[config.mk]
export PLATFORM = sky130hd
export DESIGN_NAME = fpga_io_ctrl
export DESIGN_NICKNAME = d
export VERILOG_FILES = /design/src/rtl/fpga_io_ctrl.sv
export SDC_FILE = /design/constraint.sdc
export NUM_CORES = 1
export LEC_CHECK = 0
export CAP_MARGIN = 15
export CORE_ASPECT_RATIO = 1.2
export CORE_UTILIZATION = 60
export DETAILED_ROUTE_END_ITERATION = 10
export GPL_TIMING_DRIVEN = 0
export PLACE_DENSITY = 0.87
export SYNTH_ARGS = -nofsm -noshare
export SYNTH_HDL_FRONTEND = slang
export SYNTH_SLANG_ARGS = --single-unit
export TNS_END_PERCENT = 1
[constraint.sdc]
create_clock -name PCLK -period 6.1 [get_ports PCLK]
set_input_delay 1.22 -clock PCLK [delete_from_list [all_inputs] [get_ports PCLK]]
set_output_delay 1.22 -clock PCLK [all_outputs]
set_load 0.02 [all_outputs]
[src/rtl/fpga_io_ctrl.sv]
// ---------------------------------------------------------------------------
// fpga_io_ctrl
//   APB3 FPGA I/O and benchmark-timer block for the MPS2 SMM peripheral bus.
//   - LED register driving the leds outputs.
//   - Push-button inputs: 2-flop synchroniser, per-bit debounce, and sticky
//     edge flags (INTSTAT) that are OR-ed onto irq.
//   - Cycle counter advanced once per PRESCALE+1 clocks by a down-counter.
//
// Ports
//   PCLK     in   1         sole clock, rising edge
//   PRESETn  in   1         synchronous active-low reset
//   PSEL     in   1         APB select
//   PADDR    in   [11:2]    APB word address
//   PENABLE  in   1         APB access phase
//   PWRITE   in   1         APB write
//   PWDATA   in   32        APB write data
//   PRDATA   out  32        read data, 0 unless PSEL & ~PWRITE
//   PREADY   out  1         always 1 (zero wait states)
//   PSLVERR  out  1         error response in the access phase
//   buttons  in   NUM_BTNS  raw asynchronous button levels
//   leds     out  NUM_LEDS  LED drive
//   irq      out  1         level interrupt, OR of INTSTAT
//
// Register map (byte offset)
//   0x000 LED  RW | 0x008 BUTTON RO | 0x00C INTSTAT W1C | 0x010 RISE_EN RW
//   0x014 FALL_EN RW | 0x018 CYCLE RW | 0x01C PRESCALE RW | 0x020 PSCNTR RW
// ---------------------------------------------------------------------------
module fpga_io_ctrl #(
  parameter int NUM_LEDS  = 2,
  parameter int NUM_BTNS  = 2,
  parameter int DB_CYCLES = 1000,
  parameter int DB_W      = 16,
  parameter int CNT_W     = 32
) (
  input  logic                PCLK,
  input  logic                PRESETn,
  input  logic                PSEL,
  input  logic [11:2]         PADDR,
  input  logic                PENABLE,
  input  logic                PWRITE,
  input  logic [31:0]         PWDATA,
  output logic [31:0]         PRDATA,
  output logic                PREADY,
  output logic                PSLVERR,
  input  logic [NUM_BTNS-1:0] buttons,
  output logic [NUM_LEDS-1:0] leds,
  output logic                irq
);

  // Word addresses (byte offset >> 2).
  localparam logic [9:0] A_LED      = 10'h000;
  localparam logic [9:0] A_BUTTON   = 10'h002;
  localparam logic [9:0] A_INTSTAT  = 10'h003;
  localparam logic [9:0] A_RISE_EN  = 10'h004;
  localparam logic [9:0] A_FALL_EN  = 10'h005;
  localparam logic [9:0] A_CYCLE    = 10'h006;
  localparam logic [9:0] A_PRESCALE = 10'h007;
  localparam logic [9:0] A_PSCNTR   = 10'h008;

  localparam logic [DB_W-1:0] DB_LAST = DB_W'(DB_CYCLES - 1);

  // APB handshake: a transfer is the setup phase (PSEL & ~PENABLE) followed
  // by one access phase (PSEL & PENABLE). PREADY is constant 1, so every
  // access phase completes at the next PCLK edge; writes commit on that edge
  // and PSLVERR is only meaningful while PSEL & PENABLE.

  // Architectural state
  logic [NUM_LEDS-1:0] led_q,      led_d;
  logic [NUM_BTNS-1:0] rise_en_q,  rise_en_d;
  logic [NUM_BTNS-1:0] fall_en_q,  fall_en_d;
  logic [NUM_BTNS-1:0] intstat_q,  intstat_d;
  logic [CNT_W-1:0]    cycle_q,    cycle_d;
  logic [CNT_W-1:0]    prescale_q, prescale_d;
  logic [CNT_W-1:0]    pscntr_q,   pscntr_d;

  // Button path
  logic [NUM_BTNS-1:0] sync1_q;
  logic [NUM_BTNS-1:0] sync2_q;
  logic [NUM_BTNS-1:0] state_q,    state_d;
  logic [DB_W-1:0]     db_cnt_q [NUM_BTNS];
  logic [DB_W-1:0]     db_cnt_d [NUM_BTNS];

  // Decode
  logic sel_led, sel_button, sel_intstat, sel_rise_en, sel_fall_en;
  logic sel_cycle, sel_prescale, sel_pscntr, mapped;
  logic access, wr_en;
  logic [NUM_BTNS-1:0] w1c_mask;
  logic [NUM_BTNS-1:0] rise_evt, fall_evt;
  logic [31:0] rdata;

  always_comb begin
    sel_led      = (PADDR == A_LED);
    sel_button   = (PADDR == A_BUTTON);
    sel_intstat  = (PADDR == A_INTSTAT);
    sel_rise_en  = (PADDR == A_RISE_EN);
    sel_fall_en  = (PADDR == A_FALL_EN);
    sel_cycle    = (PADDR == A_CYCLE);
    sel_prescale = (PADDR == A_PRESCALE);
    sel_pscntr   = (PADDR == A_PSCNTR);
    mapped       = sel_led | sel_button | sel_intstat | sel_rise_en |
                   sel_fall_en | sel_cycle | sel_prescale | sel_pscntr;
    access       = PSEL & PENABLE;
    // Unmapped offsets match no select, so they never change state.
    wr_en        = access & PWRITE;
  end

  // Debounce: a bit is accepted only after sync2 has disagreed with the
  // accepted state for DB_CYCLES consecutive edges; any agreement restarts.
  always_comb begin
    state_d = state_q;
    for (int i = 0; i < NUM_BTNS; i++) begin
      db_cnt_d[i] = '0;
      if (sync2_q[i] != state_q[i]) begin
        if (db_cnt_q[i] == DB_LAST) begin
          state_d[i] = sync2_q[i];
        end else begin
          db_cnt_d[i] = db_cnt_q[i] + DB_W'(1);
        end
      end
    end
  end

  // Register next-state
  always_comb begin
    led_d      = led_q;
    rise_en_d  = rise_en_q;
    fall_en_d  = fall_en_q;
    prescale_d = prescale_q;
    if (wr_en && sel_led)      led_d      = PWDATA[NUM_LEDS-1:0];
    if (wr_en && sel_rise_en)  rise_en_d  = PWDATA[NUM_BTNS-1:0];
    if (wr_en && sel_fall_en)  fall_en_d  = PWDATA[NUM_BTNS-1:0];
    if (wr_en && sel_prescale) prescale_d = PWDATA[CNT_W-1:0];

    // Edge flags: a new set wins over a W1C of the same bit in that cycle.
    rise_evt  = state_d & ~state_q;
    fall_evt  = ~state_d & state_q;
    w1c_mask  = (wr_en && sel_intstat) ? PWDATA[NUM_BTNS-1:0] : '0;
    intstat_d = (intstat_q & ~w1c_mask) |
                (rise_evt & rise_en_q) | (fall_evt & fall_en_q);

    // Prescaler reloads from PRESCALE on reaching zero, so the cycle counter
    // ticks once every PRESCALE+1 clocks.
    if (wr_en && (sel_pscntr || sel_prescale)) begin
      pscntr_d = PWDATA[CNT_W-1:0];
    end else if (pscntr_q == '0) begin
      pscntr_d = prescale_q;
    end else begin
      pscntr_d = pscntr_q - CNT_W'(1);
    end

    if (wr_en && sel_cycle) begin
      cycle_d = PWDATA[CNT_W-1:0];
    end else if (pscntr_q == '0) begin
      cycle_d = cycle_q + CNT_W'(1);
    end else begin
      cycle_d = cycle_q;
    end
  end

  always_ff @(posedge PCLK) begin
    if (!PRESETn) begin
      led_q      <= '0;
      rise_en_q  <= '0;
      fall_en_q  <= '0;
      intstat_q  <= '0;
      cycle_q    <= '0;
      prescale_q <= '0;
      pscntr_q   <= '0;
      sync1_q    <= '0;
      sync2_q    <= '0;
      state_q    <= '0;
      for (int i = 0; i < NUM_BTNS; i++) db_cnt_q[i] <= '0;
    end else begin
      led_q      <= led_d;
      rise_en_q  <= rise_en_d;
      fall_en_q  <= fall_en_d;
      intstat_q  <= intstat_d;
      cycle_q    <= cycle_d;
      prescale_q <= prescale_d;
      pscntr_q   <= pscntr_d;
      sync1_q    <= buttons;
      sync2_q    <= sync1_q;
      state_q    <= state_d;
      for (int i = 0; i < NUM_BTNS; i++) db_cnt_q[i] <= db_cnt_d[i];
    end
  end

  // Read mux; high bits beyond each register's width read as zero.
  always_comb begin
    rdata = '0;
    case (PADDR)
      A_LED:      rdata = 32'(led_q);
      A_BUTTON:   rdata = 32'(state_q);
      A_INTSTAT:  rdata = 32'(intstat_q);
      A_RISE_EN:  rdata = 32'(rise_en_q);
      A_FALL_EN:  rdata = 32'(fall_en_q);
      A_CYCLE:    rdata = 32'(cycle_q);
      A_PRESCALE: rdata = 32'(prescale_q);
      A_PSCNTR:   rdata = 32'(pscntr_q);
      default:    rdata = '0;
    endcase
  end

  assign PRDATA  = (PSEL && !PWRITE) ? rdata : 32'h0;
  assign PREADY  = 1'b1;
  assign PSLVERR = access & (~mapped | (PWRITE & sel_button));
  assign leds    = led_q;
  assign irq     = |intstat_q;

endmodule

# ---- Yosys cells after proc, flatten, opt, wreduce, memory -nomap -nowiden
# Memories as Yosys holds them, arrays and structs flattened.
# Cells that the tools add are included.
dict set report word_totals {
  register_bits 110
  ram_bits 32
  in_bits 49
  output_inout_bits 37
  wordCells 84
  mem_count 1
}
dict set report op_classes {
  n_addsub 4
  n_eq_ne 11
  n_mux 19
  bitwise_logic 25
  n_reduce_logical 14
}
# memory depth word_bits rd rd_clocked_by_memory_dff write_ports line_no
set mem_list {}
lappend mem_list {db_cnt_q 2 16 2 0 2 80} ;# logic [DB_W-1:0] db_cnt_q [NUM_BTNS];
# operator count
set ops {}
lappend ops {{one-hot mux 32 bit (8 select lines)} 1}
lappend ops {{2-to-1 mux 32 bit} 5}
lappend ops {{2-to-1 mux 16 bit} 6}
lappend ops {{== test 10 x 3 -> 1 bit, second input constant} 4}
lappend ops {{adder 16 x 1 -> 16 bit, second input constant} 2}
lappend ops {{adder 32 x 1 -> 32 bit, second input constant} 1}
lappend ops {{== test 16 x 10 -> 1 bit, second input constant} 2}
lappend ops {{logical NOT 32 bit} 1}
lappend ops {{subtractor 32 x 1 -> 32 bit, second input constant} 1}
lappend ops {{== test 10 x 2 -> 1 bit, second input constant} 2}
lappend ops {{bitwise AND 2 bit} 5}
lappend ops {{== test 10 x 4 -> 1 bit, second input constant} 1}
lappend ops {{logical NOT 10 bit} 1}
lappend ops {{bitwise OR 1 bit} 10}
lappend ops {{logical AND 1 bit} 8}
lappend ops {{2-to-1 mux 1 bit} 6}
lappend ops {{inverter 2 bit} 3}
lappend ops {{bitwise AND 1 bit} 4}
lappend ops {{bitwise OR 2 bit} 2}
lappend ops {{2-to-1 mux 2 bit} 1}
lappend ops {{inequality test 1 bit} 2}
lappend ops {{nonzero test 2 bit} 1}
lappend ops {{OR reduction 2 bit} 1}
lappend ops {{logical NOT 1 bit} 1}
lappend ops {{2 further kinds} 2}

# ---- Logic depth before layout (Yosys ltp)
# Gate-level depths: netlist of run 1.
dict set report logic_depth {
  depth_word 11
  ltp_mapped 11
  ltp_nobuf 8
}

# ---- Worst setup path before layout of run 1
# Ideal clock, no wire load.
dict set report synth_timing {
  kind {input to output}
  start {input port PADDR[7] (netlist name)}
  end {output port PRDATA[1]}
  t_arrival_ps 3051
  required_ps 4880
  slack_ps 1829
  stages 5
  n_path_buf 1
  path_cell_list {or4_1 nor4_1 clkbuf_1 a22oi_1 a21oi_1}
}
dict set report synth_via {
  elab_chain_cells 3
  elab_cells_between_ends 10
  cone_classes {7 x eq/ne; 2 x mux; 1 x reduce/logical}
}
# element line_no
set synth_lines {}
lappend synth_lines {{start: declaration} 38} ;# input logic [11:2] PADDR,
lappend synth_lines {{== test 10 x 4 -> 1 bit, or another cell as far along} 191} ;# case (PADDR)
lappend synth_lines {{one-hot mux 32 bit (8 select lines) *} 191}
lappend synth_lines {{2-to-1 mux 32 bit *} 204} ;# assign PRDATA = (PSEL && !PWRITE) ? rdata : 32'h0;
lappend synth_lines {{end: declaration} 42} ;# output logic [31:0] PRDATA,
# Mark *: on every way between the ends. The rest lies on a longest branch, timed or not.

# ---- Worst setup path after layout of run 1
dict set report layout_timing {
  start {input port PADDR[6] (netlist name)}
  end {output port PRDATA[1]}
}
# Same word-level chain as after synthesis.

==> reports/metrics.csv, run 1 <==
metric,value,unit
result of the run,completed,
DIE AREA,12900,µm²
hold buffers post-CTS,0,
startpoint class of the critical path,input pin,
Slew @ Worst Pin,913,ps
level count of the clock H-tree,4,
final worst-path cycle share,0.986,
die span in y,124,µm
global-route wire length before repair,38500,µm
most repeated cell in the gate-level netlist after synthesis,sky130_fd_sc_hd__nand2_1,
number of warnings reported in the yosys synthesis log,0,
number of iterations in the first detailed-routing pass,8,
most used standard cells in the synthesized netlist,"sky130_fd_sc_hd__nand2_1 (159), sky130_fd_sc_hd__dfxtp_1 (142), sky130_fd_sc_hd__a21oi_1 (101), sky130_fd_sc_hd__nor2_1 (99), sky130_fd_sc_hd__o21ai_0 (67)",
cell count after placement,1239,
clock network latency to the later pin of the worst-skew pair,430,ps
number of nets in the layout,1151,
via count of the first global-routing pass,7805,
initial core utilization,0.616,
peak clock frequency supported by timing,166,MHz
placed inst area,8510,µm²
fraction of the yosys area taken by sequential cells,0.379,
CORE AREA,12200,µm²
final antenna diode count,0,
count of endpoints failing hold in the final timing report,0,
Tmin final,6010,ps
worst hold-check path type,register to register,
number of clock sinks seen by CTS,142,
post-synthesis cell area,7500,µm²
Overflow after GRT,0,
IO Pins,86,
Post-route DRC,0,
largest net degree at the start of global routing,17,
GRT Resource Usage Total,0.380,
final non-filler cell total,1271,
clock tree from TritonCTS,done,
antenna violations before repair,0,
total power,3.03,mW
Post-CTS Repair Setup Buffers,0,
number of instances resized during post-cts repair,0,
synthesis-to-layout area growth,21.2,%
post-route cell area,9090,µm²
CTS clock-pin slew for the worst setup and hold paths,50,ps
die span in x,104,µm
worst rel slew slack,0.386,
# port buffers,81,
Crit Path Category,input pin to primary output,
via/cell ratio,6.50,
switching share of total power,0.347,
Worst EP arrival,4790,ps
"buffers from clock root to sink, at most",2,
filler instances,967,
Post-Synthesis Net Count,1050,
Detailed Place HPWL,16800,µm
multi-input logic area,4360,µm²
number of placement rows,44,
cell count after synthesis,996,
crit-path max FO,10,
power density normalized to cell area,333,nW/µm²
Register Area,2840,µm²
setup repair after global routing missed its margin,false,
number of maximum-capacitance violations,0,
Internal Pwr Total,1.98,mW
Final Wtd Congestion,0.997,
top flip-flop cell by instance count after synthesis,sky130_fd_sc_hd__dfxtp_1,
detailed-route wire length,24500,µm
switching power of the nets,1.05,mW
Avg Synthesized Cell Area,7.53,µm²
leakage power,2.92,nW
fraction of final layout cells sized beyond drive strength 1,0.0423,
final worst slack,86.0,ps
highest ir drop seen on vdd,198,µV
number of nets with antenna violations after detailed routing,0,
worst hold margin,433,ps
via count,8258,
fraction of power consumed by sequential logic,0.372,
Post-synth EDFFs,0,
clock tree root buffer cell,sky130_fd_sc_hd__clkbuf_16,
WP data required,4880,ps
total setup violations reported at the end of the flow,0,
core utilization of the finished layout,0.747,
DRT iter0 DRCs,1050,
number of register bits inferred by synthesis,142,
routed length per instance,19.3,µm
Placement Setup Slack,249,ps
Combinational Power Share,0.292,
Synth async-reset ratio,0,
clock network fraction of total power,0.336,
type of destination of the critical path,primary output,
post-route clock skew,6.91,ps
number of buffers created by CTS,17,
Unique masters post-synth,60,
most area-consuming cells after synthesis,"sky130_fd_sc_hd__dfxtp_1 (38%), sky130_fd_sc_hd__nand2_1 (8.0%), sky130_fd_sc_hd__a21oi_1 (6.7%), sky130_fd_sc_hd__nor2_1 (5.0%), sky130_fd_sc_hd__xor2_1 (4.8%)",
portion of synthesized cell area occupied by the leading cell type,0.379,
number of pins exceeding their max-slew limit in the final report,0,
biggest area consumer among synthesized cells,sky130_fd_sc_hd__dfxtp_1,
total negative setup slack,0,ps
-- critical path, cell delays in order --
cell	delay, ps
sky130_fd_sc_hd__clkdlybuf4s50_1	430
sky130_fd_sc_hd__or4_1	570
sky130_fd_sc_hd__nor4_1	560
sky130_fd_sc_hd__buf_2	290
sky130_fd_sc_hd__clkbuf_1	660
sky130_fd_sc_hd__a22oi_1	190
sky130_fd_sc_hd__a21oi_1	230
sky130_fd_sc_hd__clkdlybuf4s50_1	640
-- sequential cells by signal (all words and copies together) (netlist names) --
| name | cells |
|---|---|
| pscntr_q | 32 |
| db_cnt_q | 32 |
| prescale_q | 32 |
| leds | 2 |
| state_q | 2 |
| cycle_q | 32 |
| fall_en_q | 2 |
| sync2_q | 2 |
| rise_en_q | 2 |
| sync1_q | 2 |
| intstat_q | 2 |
-- metal layers --
layer  GRT usage  up-vias  share of wire
li1            -     3749              -
met1       0.448     3756           0.36
met2       0.609      592           0.46
met3      0.0911      161           0.12
met4       0.258        0          0.062
met5           0        -              0
-- cell type report --
class                           instances  area share
Sequential cell                       142       0.313
Inverter                               11     0.00454
Timing Repair Buffer                   82      0.0897
Tap cell                              161      0.0222
Clock buffer                           27      0.0575
Buffer                                 64      0.0281
Clock inverter                          5     0.00578
Multi-Input combinational cell        779       0.479
-- final timing paths --
| kind | depth (start not counted) | endpoint | startpoint | slack [ps] |
|---|---|---|---|---|
| max | 8 | PRDATA[1] | PADDR[6] | 90 |
| min | 1 | sync2_q[0] | sync1_q[0] | 430 |
| max reg2reg | 9 | cycle_q[10] | pscntr_q[0] | 2960 |
| min reg2reg | 1 | sync2_q[0] | sync1_q[0] | 430 |
-- cells by family after synthesis --
kind of cell               synth area share
adders and majority gates           0.00834
DFF                                   0.379
other                              0.000500
xor gates and xnor gates             0.0876
muxes                               0.00551
buffers and inverters                0.0396
AOI/OAI and AO/OA                     0.187
and+or+nand+nor                       0.292
-- cell usage in the layout (no fill, tap or decap), types with 34 or more instances in the layout --
cell / n
sky130_fd_sc_hd__nor3_1: 36
sky130_fd_sc_hd__clkdlybuf4s50_1: 81
sky130_fd_sc_hd__nor2_1: 99
sky130_fd_sc_hd__nand2_1: 159
sky130_fd_sc_hd__a21oi_1: 101
sky130_fd_sc_hd__xnor2_1: 34
sky130_fd_sc_hd__dfxtp_1: 142
sky130_fd_sc_hd__clkbuf_1: 63
sky130_fd_sc_hd__xor2_1: 41
sky130_fd_sc_hd__o21ai_0: 67
sky130_fd_sc_hd__nand3_1: 54
-- power groups by stage --
stage                     Clock (mW)  Combinational [mW]  Sequential (mW)
after global placement             0               0.825             1.14
after CTS                       1.02               0.860             1.12
after global routing            1.06               0.957             1.13
final                           1.02               0.885             1.13
after detailed placement           0               0.850             1.14
after floorplan                    0               0.631             1.11
Power figures use the tool's default switching activity.
==> run 2, diff against run 1 <==
MAX_ROUTING_LAYER = met4   (was not set)
PLACE_DENSITY = 0.85   (was 0.87)
SETUP_SLACK_MARGIN = 0.15   (was not set)
==> reports/metrics.csv, run 2 (synthesis gave the netlist of run 1 again) <==
metric,value,unit
Overflow after GRT,0,
highest ir drop seen on vdd,177,µV
GRT Resource Usage Total,0.392,
Register-to-Register Path Depth,10,
Final Wtd Congestion,1.02,
setup repair after global routing missed its margin,false,
clock network latency to the later pin of the worst-skew pair,440,ps
power density normalized to cell area,336,nW/µm²
origin of the critical flop-to-flop path,pscntr_q[0],
clock tree root buffer cell,sky130_fd_sc_hd__clkbuf_16,
number of maximum-capacitance violations,0,
Post-CTS Repair Setup Buffers,0,
result of the run,completed,
CTS clock-pin slew for the worst setup and hold paths,50,ps
Detailed Place HPWL,16700,µm
total power,3.06,mW
number of iterations in the first detailed-routing pass,7,
"buffers from clock root to sink, at most",2,
final worst-path cycle share,0.956,
die span in y,124,µm
die span in x,104,µm
DRT iter0 DRCs,1053,
crit-path max FO,10,
antenna violations before repair,0,
DIE AREA,12900,µm²
startpoint of the tightest hold check path,sync1_q[0],
CORE AREA,12200,µm²
detailed-route wire length,24800,µm
number of placement rows,44,
worst hold-check path type,register to register,
Tmin final,5830,ps
register-to-register path setup slack,3010,ps
fraction of final layout cells sized beyond drive strength 1,0.0414,
via count of the first global-routing pass,7672,
total negative setup slack,0,ps
largest net degree at the start of global routing,17,
most frequent cells in the layout,"sky130_fd_sc_hd__nand2_1 (159), sky130_fd_sc_hd__dfxtp_1 (142), sky130_fd_sc_hd__a21oi_1 (101), sky130_fd_sc_hd__nor2_1 (99), sky130_fd_sc_hd__clkdlybuf4s50_1 (81)",
number of clock sinks seen by CTS,142,
R2R Path End,pscntr_q[0],
synthesis-to-layout area growth,21.4,%
IO Pins,86,
type of destination of the critical path,primary output,
Min-Delay Path Depth,1,
initial core utilization,0.616,
number of nets in the layout,1151,
Post-route DRC,0,
worst hold endpoint,sync2_q[0],
peak clock frequency supported by timing,172,MHz
number of pins exceeding their max-slew limit in the final report,0,
most frequent standard cell in the layout excluding fill and tap cells,sky130_fd_sc_hd__nand2_1,
number of nets with antenna violations after detailed routing,0,
Slew @ Worst Pin,984,ps
clock tree from TritonCTS,done,
post-route clock skew,7.38,ps
routed length per instance,19.5,µm
WP data required,4880,ps
final antenna diode count,0,
Worst EP arrival,4610,ps
# port buffers,81,
via count,8322,
number of buffers created by CTS,17,
leakage power,2.93,nW
filler instances,953,
global-route wire length before repair,38400,µm
Crit Path Category,input pin to primary output,
total setup violations reported at the end of the flow,0,
via/cell ratio,6.55,
worst rel slew slack,0.339,
count of endpoints failing hold in the final timing report,0,
launch point of the worst path,PADDR[7],
startpoint class of the critical path,input pin,
level count of the clock H-tree,4,
[run 2: cell count changes in the layout (fill, tap and decap cells not counted), sizes merged]
cell      previous run  this run
clkbuf              86        84
clkinvlp             1         0
clkinv               3         4
bufinv               1         3
[run 2: routing by layer]
metal,vias up,wire (µm),track usage
met5,-,0,-
met4,0,1590,0.270
met3,148,2840,0.0822
met2,616,11400,0.615
met1,3789,8990,0.449
li1,3769,-,-
[run 2: how the worst max path moves through the flow]
stage	endpoint	slack, ps	depth (start not counted)
after detailed placement	PRDATA[1]	260	8
after floorplan	PRDATA[1]	1830	5
after global placement	PRDATA[1]	-90	7
after CTS	PRDATA[1]	250	8
after global routing	PRDATA[31]	230	9
final	PRDATA[30]	270	9
[run 2: metrics by stage]
stage / setup slack (ps) / instance area, µm² / hold slack, ps / util / instances
2_1_floorplan: 1830 / 7500 / 412 / - / 996
3_3_place_gp: -92.5 / 8510 / 418 / 0.699 / 1238
3_5_place_dp: 261 / 8510 / 421 / 0.700 / 1239
4_1_cts: 250 / 9100 / 438 / 0.748 / 1271
5_1_grt: 225 / 9100 / 473 / 0.748 / 1271
6_report: 269 / 9100 / 435 / 0.748 / 1271
[run 2: final cells by class]
class                           count  area [µm²]  share of cell area
Multi-Input combinational cell    779        4360               0.479
Sequential cell                   142        2840               0.312
Timing Repair Buffer               82         816              0.0896
Clock buffer                       25         475              0.0522
Buffer                             64         256              0.0282
Tap cell                          161         201              0.0221
Clock inverter                      7         110              0.0121
Inverter                           11        41.3             0.00454
[run 2: repair_timing]
action | 4_1_cts | 5_1_grt
endpoints found under the hold margin | 0 | 0
setup endpoints to repair | 0 | 5
hold buffers | 0 | 0
gates resized for setup | 0 | 2
[run 2: worst max-delay path, cell delays in order]
cell,delay [ps]
sky130_fd_sc_hd__clkdlybuf4s50_1,410
sky130_fd_sc_hd__nor4_1,540
sky130_fd_sc_hd__and2_1,270
sky130_fd_sc_hd__and4_1,200
sky130_fd_sc_hd__clkbuf_1,240
sky130_fd_sc_hd__clkbuf_1,650
sky130_fd_sc_hd__a22oi_1,130
sky130_fd_sc_hd__a21oi_1,280
sky130_fd_sc_hd__clkdlybuf4s50_1,660
[run 2: power breakdown]
group / internal (mW) / switching (mW) / total (mW)
combinational: 0.345 / 0.531 / 0.876
sequential: 1.01 / 0.117 / 1.13
clock: 0.662 / 0.397 / 1.06
==> run 3, diff against run 2 <==
GPL_ROUTABILITY_DRIVEN = 1   (was not set)
==> results of run 3 <==
The final DEF is identical to that of run 2; final timing and power are the same.
